**src/rtl/pc_sequencer_pkg.sv**
```systemverilog
// pc_pkg: definitions shared by the program-counter sequencer and its fetch
// interface.
//   pc_state_t     : sequencer states (IDLE/RUN/HALT/FAULT)
//   XLEN           : address width of the program counter
//   INSTR_SENTINEL : instruction word that marks the end of a program
//   PC_STEP        : byte distance between consecutive instructions
//   sat_inc32      : increment that holds at all-ones instead of wrapping
package pc_pkg;

    typedef enum logic [1:0] {
        IDLE  = 2'd0,
        RUN   = 2'd1,
        HALT  = 2'd2,
        FAULT = 2'd3
    } pc_state_t;

    localparam int          XLEN           = 64;
    localparam logic [31:0] INSTR_SENTINEL = 32'hFFFF_FFFF;
    localparam logic [63:0] PC_STEP        = 64'd4;

    // Counting beyond the maximum has no meaning for a retire counter, so it
    // sticks at the top value rather than rolling back to zero.
    function automatic logic [31:0] sat_inc32(input logic [31:0] value);
        return (value == 32'hFFFF_FFFF) ? value : value + 32'd1;
    endfunction

endpackage

```
**src/rtl/pc_sequencer_if.sv**
```systemverilog
// pc_sequencer_if: fetch-side connection between the PC sequencer and the
// instruction_fetch block.
//   PC          : address presented by the sequencer
//   instruction : word stored at PC (combinational from the fetch side)
//   invAddr     : PC is misaligned or outside the instruction memory
// Modports:
//   master : sequencer side (drives PC)
//   slave  : fetch side (returns instruction and invAddr)
interface pc_sequencer_if;
    import pc_pkg::*;

    logic [XLEN-1:0] PC;
    logic [31:0]     instruction;
    logic            invAddr;

    modport master (
        output PC,
        input  instruction,
        input  invAddr
    );

    modport slave (
        input  PC,
        output instruction,
        output invAddr
    );

endinterface

```
**src/rtl/pc_sequencer.sv**
```systemverilog
// pc_sequencer: holds the architectural program counter and steps it through
// the program using the instruction_fetch block as a combinational lookup.
// Ports:
//   clk, rst_n     : clock and asynchronous active-low reset
//   start          : begin from IDLE, or restart from HALT/FAULT
//   stall          : downstream not ready, PC holds
//   branch_taken   : redirect next PC to branch_target on an accept
//   branch_target  : redirect address, loaded without checks
//   fetch          : master side of the fetch interface (PC out,
//                    instruction/invAddr in)
//   instr_valid    : current instruction accepted this cycle (combinational)
//   halted, fault  : registered state flags
//   retired_count  : saturating count of accepted instructions
module pc_sequencer
    import pc_pkg::*;
#(
    parameter logic [63:0] RESET_PC = 64'h0,
    parameter logic [31:0] SENTINEL = INSTR_SENTINEL
) (
    input  logic                 clk,
    input  logic                 rst_n,
    input  logic                 start,
    input  logic                 stall,
    input  logic                 branch_taken,
    input  logic [XLEN-1:0]      branch_target,
    pc_sequencer_if.master       fetch,
    output logic                 instr_valid,
    output logic                 halted,
    output logic                 fault,
    output logic [31:0]          retired_count
);

    pc_state_t       state_reg;
    logic [XLEN-1:0] pc_reg;
    logic            halted_reg;
    logic            fault_reg;
    logic [31:0]     count_reg;

    logic            is_sentinel;
    logic            accept;

    // The fetch result belongs to the current PC in the same cycle, so the
    // accept decision is purely combinational on top of registered state.
    assign is_sentinel = (fetch.instruction == SENTINEL);
    assign accept      = (state_reg == RUN) & ~fetch.invAddr & ~is_sentinel & ~stall;

    always_ff @(posedge clk or negedge rst_n) begin
        if (!rst_n) begin
            state_reg  <= IDLE;
            pc_reg     <= RESET_PC;
            halted_reg <= 1'b0;
            fault_reg  <= 1'b0;
            count_reg  <= 32'd0;
        end else begin
            case (state_reg)
                IDLE: begin
                    pc_reg <= RESET_PC;
                    if (start) begin
                        state_reg <= RUN;
                    end
                end

                RUN: begin
                    // Priority: bad address, then end of program, then stall.
                    if (fetch.invAddr) begin
                        state_reg <= FAULT;
                        fault_reg <= 1'b1;
                    end else if (is_sentinel) begin
                        state_reg  <= HALT;
                        halted_reg <= 1'b1;
                    end else if (accept) begin
                        count_reg <= sat_inc32(count_reg);
                        // No alignment check on the target: a bad target is
                        // caught by invAddr on the following cycle.
                        pc_reg    <= branch_taken ? branch_target : pc_reg + PC_STEP;
                    end
                end

                HALT, FAULT: begin
                    if (start) begin
                        state_reg  <= RUN;
                        pc_reg     <= RESET_PC;
                        count_reg  <= 32'd0;
                        halted_reg <= 1'b0;
                        fault_reg  <= 1'b0;
                    end
                end

                default: begin
                    state_reg <= IDLE;
                end
            endcase
        end
    end

    assign fetch.PC      = pc_reg;
    assign instr_valid   = accept;
    assign halted        = halted_reg;
    assign fault         = fault_reg;
    assign retired_count = count_reg;

endmodule
```
**src/flat_wrapper.sv**
```systemverilog
// flat-port wrapper written by rule: the top's interface ports become plain ports
module pc_sequencer_flat import pc_pkg::*;
#(
    parameter logic [63:0] RESET_PC = 64'h0,
    parameter logic [31:0] SENTINEL = INSTR_SENTINEL
)
  (clk, rst_n, start, stall, branch_taken, branch_target, instr_valid, halted, fault, retired_count, fetch_PC, fetch_instruction, fetch_invAddr);
  pc_sequencer_if fetch_i ();
  input  logic clk;
  input  logic rst_n;
  input  logic start;
  input  logic stall;
  input  logic branch_taken;
  input  logic [XLEN-1:0] branch_target;
  output logic instr_valid;
  output logic halted;
  output logic fault;
  output logic [31:0] retired_count;
  output wire logic [$bits(fetch_i.PC)-1:0] fetch_PC;
  input wire logic [$bits(fetch_i.instruction)-1:0] fetch_instruction;
  input wire logic [$bits(fetch_i.invAddr)-1:0] fetch_invAddr;
  assign fetch_PC = fetch_i.PC;
  assign fetch_i.instruction = fetch_instruction;
  assign fetch_i.invAddr = fetch_invAddr;
  pc_sequencer #(.RESET_PC(RESET_PC), .SENTINEL(SENTINEL)) u_core (.clk(clk), .rst_n(rst_n), .start(start), .stall(stall), .branch_taken(branch_taken), .branch_target(branch_target), .fetch(fetch_i), .instr_valid(instr_valid), .halted(halted), .fault(fault), .retired_count(retired_count));
endmodule
```
**config.mk**
```make
export PLATFORM = sky130hd
export DESIGN_NAME = pc_sequencer_flat
export DESIGN_NICKNAME = d
export VERILOG_FILES = /design/src/rtl/pc_sequencer_pkg.sv /design/src/rtl/pc_sequencer_if.sv /design/src/rtl/pc_sequencer.sv /design/src/flat_wrapper.sv
export SDC_FILE = /design/constraint.sdc
export NUM_CORES = 1
export LEC_CHECK = 0
export ABC_AREA = 1
export ABC_CLOCK_PERIOD_IN_PS = 3970
export CORE_AREA = 2 2 114 116
export CTS_CLUSTER_DIAMETER = 50
export DETAILED_ROUTE_END_ITERATION = 7
export DIE_AREA = 0 0 116 118
export DONT_BUFFER_PORTS = 1
export PLACE_DENSITY_LB_ADDON = 0.2
export SLEW_MARGIN = 20
export SYNTH_ARGS = -nofsm -noshare
export SYNTH_HDL_FRONTEND = slang
export SYNTH_SLANG_ARGS = --single-unit
```
**constraint.sdc**
```tcl
create_clock -name clk -period 3.97 [get_ports clk]
set_input_delay 0.397 -clock clk [delete_from_list [all_inputs] [get_ports clk]]
set_output_delay 0.397 -clock clk [all_outputs]
set_load 0.03 [all_outputs]
```
# Yosys cells after proc, flatten, opt, wreduce, memory -nomap -nowiden

Index checks and enable logic that the tools add are counted.

Bits in latches: 0
Output and inout bits: 99
Memory bits (read-only): 0
Memories kept: 0
Memory bits (writable): 0
Logic and storage cells: 58
Register bits after elaboration: 100
Input bits: 102

Shift operators: 0
Multipliers: 0
Bitwise operators: 6
Eq/ne operators: 14
Div/mod/pow operators: 0
Magnitude comparators: 0
Multiplexer cells: 22
Add/sub/neg operators: 2
Reduce and logical (&&, ||, !) cells: 9

Operator list:

| operator                | number |
|---|---|
| $mux W64                | 5 |
| $pmux W64 S3            | 1 |
| $mux W32                | 5 |
| $add A64 B3 Y64 const B | 1 |
| $eq A32 B32 Y1 const B  | 2 |
| $pmux W32 S2            | 1 |
| $add A32 B1 Y32 const B | 1 |
| $ne A2 B2 Y1 const B    | 6 |
| $reduce_and A4 Y1       | 2 |
| $mux W2                 | 3 |
| $reduce_and A6 Y1       | 1 |
| $eq A2 B2 Y1 const B    | 2 |
| $mux W1                 | 4 |
| $ne A2 B1 Y1 const B    | 2 |
| $pmux W1 S2             | 2 |
| $pmux W2 S2             | 1 |
| $and A1 B1 Y1           | 3 |
| $ne A3 B2 Y1 const B    | 1 |
| $not A1 Y1              | 3 |
| $reduce_and A3 Y1       | 1 |
| $reduce_or A3 Y1        | 1 |
| $eq A2 B1 Y1 const B    | 1 |
| $logic_not A2 Y1        | 1 |
| $reduce_and A2 Y1       | 1 |
| other kinds (2)         | 2 |

# Logic depth before layout (Yosys ltp)

Depth after elaboration: 8
Depth in mapped cells: 12
Gate-level depth less buffers: 11

# Worst setup path before layout

No wires, ideal clock.

Path kind: reg2reg
Start: register u_core.count_reg[0], in the netlist u_core.retired_count[0]
End: register u_core.count_reg[12], in the netlist u_core.retired_count[12]
Arrival: 1.878 ns
Cell stages (with the launch flop): 12
Clock period less this slack: 1.997 ns
Setup time: 0.119 ns
Required time: 3.851 ns
Path buffers: 1
Setup slack: 1.973 ns
Cell sequence: dfrtp_1 ha_1 nand2_2 nor2_4 nand2_2 inv_2 nand2_2 nor2_4 nand3_4 buf_2 nand4_1 nand2_1

Longest elaborated chain between the ends: 6
Elaborated cells between the ends (all ways): 9
Classes of those cells: add/sub: 1; eq/ne: 2; mux: 5; reduce/logical: 1

RTL lines:

| item                     | line                   | RTL |
|---|---|---|
| start: declaration       | pc_sequencer.sv:37     | `logic [31:0] count_reg;` |
| start signal: assignment | pc_sequencer.sv:72     | `count_reg <= sat_inc32(count_reg);` |
| $add A32 B1 Y32          | pc_sequencer_pkg.sv:24 | `return (value == 32'hFFFF_FFFF) ? value : value + 32'd1;` |
| $mux W32                 | pc_sequencer_pkg.sv:24 |  |
| $mux W32                 | pc_sequencer.sv:71     | `end else if (accept) begin` |
| $mux W32                 | pc_sequencer.sv:68     | `end else if (is_sentinel) begin` |
| $mux W32                 | pc_sequencer.sv:65     | `if (fetch.invAddr) begin` |
| $pmux W32 S2             | pc_sequencer.sv:55     | `case (state_reg)` |

Parallel ways exist; a longest one is shown, timed or not. The select of a mux whose other input is x is not followed.
A chain may end at the register's enable or synchronous reset.

# Worst setup path after layout

Start: register u_core.count_reg[0], in the netlist u_core.retired_count[0]
End: register u_core.count_reg[9], in the netlist u_core.retired_count[9]

Same word-level chain as after synthesis.

==> run_results.csv <==
group,metric,value,unit
timing,rsz0062_at_grt,"no",
setup_path,worst_path_max_delay_cell,"dfrtp_1",
pwr,pwr-share-clk,0.226,
routing,drtAntennaViolNets,0,
timing,max_slew.worst_pin.slew,902,ps
timing,hold_viol_final,0,
grt,grt_pass1_vias,8095,
grt,grt.overflow.total,0,
synth,mappedNetlistArea,0.00795,mm²
min_path,whs_path_depth,1,
clock_network,clkSinkCount,100,
synth,yosysSeqAreaShare,0.315,
final_layout,largest_reg_flops,64,
pwr,ir_drop,0.408,mV
timing,finalWorstSetupSlack,1490,ps
synth,syn_area_per_cell,5.90,µm²
setup_path,crit_top_cell,"nand2_2",
pwr,pwr-share-comb,0.269,
pwr,power.internal,2.08,mW
setup_path,crit_type,"reg2reg",
min_path,hold_end,"u_core.halted$_DFFE_PN0P_",
clock_network,cts_hold_buffers,2,
place,hpwl,18400,µm
setup_path,critPathMaxFanout,32,
pwr,switching_share,0.498,
grt,grtUsageTotal,0.371,
setup_path,end_kind,"flop",
min_path,hold_path.startpoint,"start",
setup_path,cpPeakStageDelay,670,ps
min_path,hold_path_class,"in2reg",
die,row_count,41,
setup_path,start_kind,"flop",
timing,slew_headroom,0.399,
final_layout,drive_above_1_share,0.0451,
die,pin_count,201,
die,start_util,0.640,
grt,grt_max_degree,101,
setup_path,reg2reg_from,"u_core.retired_count[0]$_DFFE_PN0P_",
place,dp_worst_setup_slack,1470,ps
synth,ys_types,39,
timing,max_clock_freq,403,MHz
routing,finalWirelength,24900,µm
place,io_buffers,0,
clock_network,cts_resized,0,
final_layout,fillers,1172,
clock_network,clkSlewWorstSetupHoldPaths,70,ps
clock_network,cts_root_buf,"clkbuf_16",
timing,min_period_over_period,0.625,
synth,synth_fp_nets,1451,
pwr,p_sw,2.07,mW
synth,syn_inst,1347,
clock_network,cts_made_buffers,9,
setup_path,arrival,2780,ps
routing,vias,8624,
final_layout,final_cell_mix,"nand2_1, nor2_1, dfrtp_1",
die,die_y,118,µm
die,core_region_area,0.0124,mm²
setup_path,rr_worst_depth,11,
clock_network,cts_tree,"done",
final_layout,areaGrowthSynthToFinish,5.19,%
timing,drv_slew,0,
routing,wl_per_cell,16.6,µm
final_layout,final_nets,1428,
setup_path,cp_cell_sequence,"ha_1 > nand2_2 > nor2_4 > nand2_2 > inv_2 > nand2_2 > nor2_4 > nand3_4 > nand3_4 > nand2_1 > nand2_1",
final_layout,final_common_cell,"nand2_1",
synth,synthTopCellsByArea,"dfrtp_1, nand2_1, nor2_1",
synth,ys_warn_count,0,
setup_path,worstReg2RegEnd,"u_core.retired_count[9]$_DFFE_PN0P_",
timing,finClkSkew,11.3,ps
die,die_w,116,µm
outcome,outcome,"finished, final reports clean",
die,die_area,0.0137,mm²
clock_network,clock_path_buffers,2,
clock_network,cts_setup_buffers,0,
timing,fin_crit,2480,ps
job,max-cap-violations,0,
setup_path,ff2ff_setup_slack,1490,ps
routing,drc,0,
timing,setup-violations-final,0,
grt,grt_pass1_wl,40300,µm
pwr,p_leak,3.65,nW
pwr,pwr-share-seq,0.505,
synth,synth_area_leader_cell,"dfrtp_1",
grt,antenna_found_initial,3,
synth,synth-seq-cells,100,
clock_network,insertion_delay,360,ps
synth,synth_top_area_frac,0.315,
timing,fin_setup_tns,0,ps
setup_path,cp.required,4270,ps
clock_network,htreeDepth,3,
pwr,p_per_area,496,mW/mm²
routing,drtIter0Drc,726,
routing,detail_route.vias_per_cell,5.74,
place,gp_routability_congestion,0.997,
routing,drt_first_pass_iters,6,
## power by group through the flow
stage / Clock (mW) / Combinational, mW / Sequential, mW
after floorplan: 0 / 0.907 / 1.95
after global placement: 0 / 1.05 / 2.10
after detailed placement: 0 / 1.07 / 2.10
after CTS: 0.944 / 1.10 / 2.08
after global routing: 0.983 / 1.25 / 2.13
final: 0.938 / 1.12 / 2.09
## metrics by stage
step	hold slack (ps)	util	power [mW]	std cells	cell area, µm²
floorplan	101	-	2.86	1347	7950
global placement	103	0.645	3.14	1483	8010
detailed placement	103	0.645	3.17	1483	8010
CTS	118	0.673	4.13	1501	8360
global route	122	0.674	4.37	1503	8360
finish	124	0.674	4.15	1503	8360
## cells by family after synthesis
group / share of synthesized area
adder cells (fa/ha/maj): 0.00315
flip-flops: 0.315
buffers and inverters: 0.0683
XOR/XNOR: 0.0275
AO/OA/AOI/OAI: 0.0557
multiplexers: 0.00126
AND/OR/NAND/NOR: 0.529
## cell usage after synthesis
library cell    n
xnor2_1         7
nand4_1        60
o21ai_0        49
clkinv_1        3
nor3_2          1
buf_6           3
nand2_1       562
clkbuf_2        1
buf_2          16
clkbuf_1       20
nand3_1        79
nor3b_1         1
nand3b_1       11
nor2_1        250
or2_0           2
mux2i_1         1
o211ai_1        2
buf_1           2
dfrtp_1       100
ha_1            2
xor2_1         18
nor3_1          4
nor4_1          1
or2_2           8
nand2_2         4
a22oi_1         1
inv_1          83
nand2_4         2
and2_1          3
nand3_4         2
o21ai_1        15
a2bb2oi_1       1
o21bai_1        5
a21oi_1         9
nor2_4          3
o21ai_2         1
inv_2           5
nand3_2         1
nor2_2          9
## critical path, delay by kind of cell (launching register included)
family | cells | cell delay (ps)
fa+ha+maj | 1 | 370
buf+inv | 1 | 90
flops | 1 | 670
simple gates | 9 | 1280
## metal layers
| metal | vias up | wire length, µm | global-route usage |
|---|---|---|---|
| li1 | 4231 | - | - |
| met1 | 3914 | 9750 | 0.448 |
| met2 | 395 | 12000 | 0.616 |
| met3 | 82 | 1870 | 0.0695 |
| met4 | 2 | 1290 | 0.205 |
| met5 | - | 11 | 0 |
## how the worst max path moves through the flow
| stage | from | to | slack (ps) | depth (start not counted) |
|---|---|---|---|---|
| 2_1_floorplan | u_core.retired_count[0]$_DFFE_PN0P_ | u_core.retired_count[12]$_DFFE_PN0P_ | 1970 | 11 |
| 3_3_place_gp | u_core.state_reg[1]$_DFFE_PN0P_ | u_core.fetch.PC[46]$_DFFE_PN0P_ | 1530 | 8 |
| 3_5_place_dp | u_core.state_reg[1]$_DFFE_PN0P_ | u_core.fetch.PC[33]$_DFFE_PN0P_ | 1470 | 8 |
| 4_1_cts | u_core.state_reg[1]$_DFFE_PN0P_ | instr_valid | 1160 | 6 |
| 5_1_grt | u_core.retired_count[0]$_DFFE_PN0P_ | u_core.retired_count[11]$_DFFE_PN0P_ | 1290 | 11 |
| 6_report | u_core.retired_count[0]$_DFFE_PN0P_ | u_core.retired_count[9]$_DFFE_PN0P_ | 1490 | 11 |
## final cells by class
class | instances | area [µm²] | share of cell area
repair buffers | 8 | 82.6 | 0.00987
flip-flops and latches | 100 | 2500 | 0.299
clock inverters | 4 | 55.1 | 0.00658
multi-input cells | 1114 | 4910 | 0.587
inverters | 91 | 342 | 0.0408
clock buffers | 12 | 256 | 0.0307
diodes | 2 | 5.00 | 0.000598
well taps | 172 | 215 | 0.0257
Note: power is estimated with default switching activity, not from simulation.
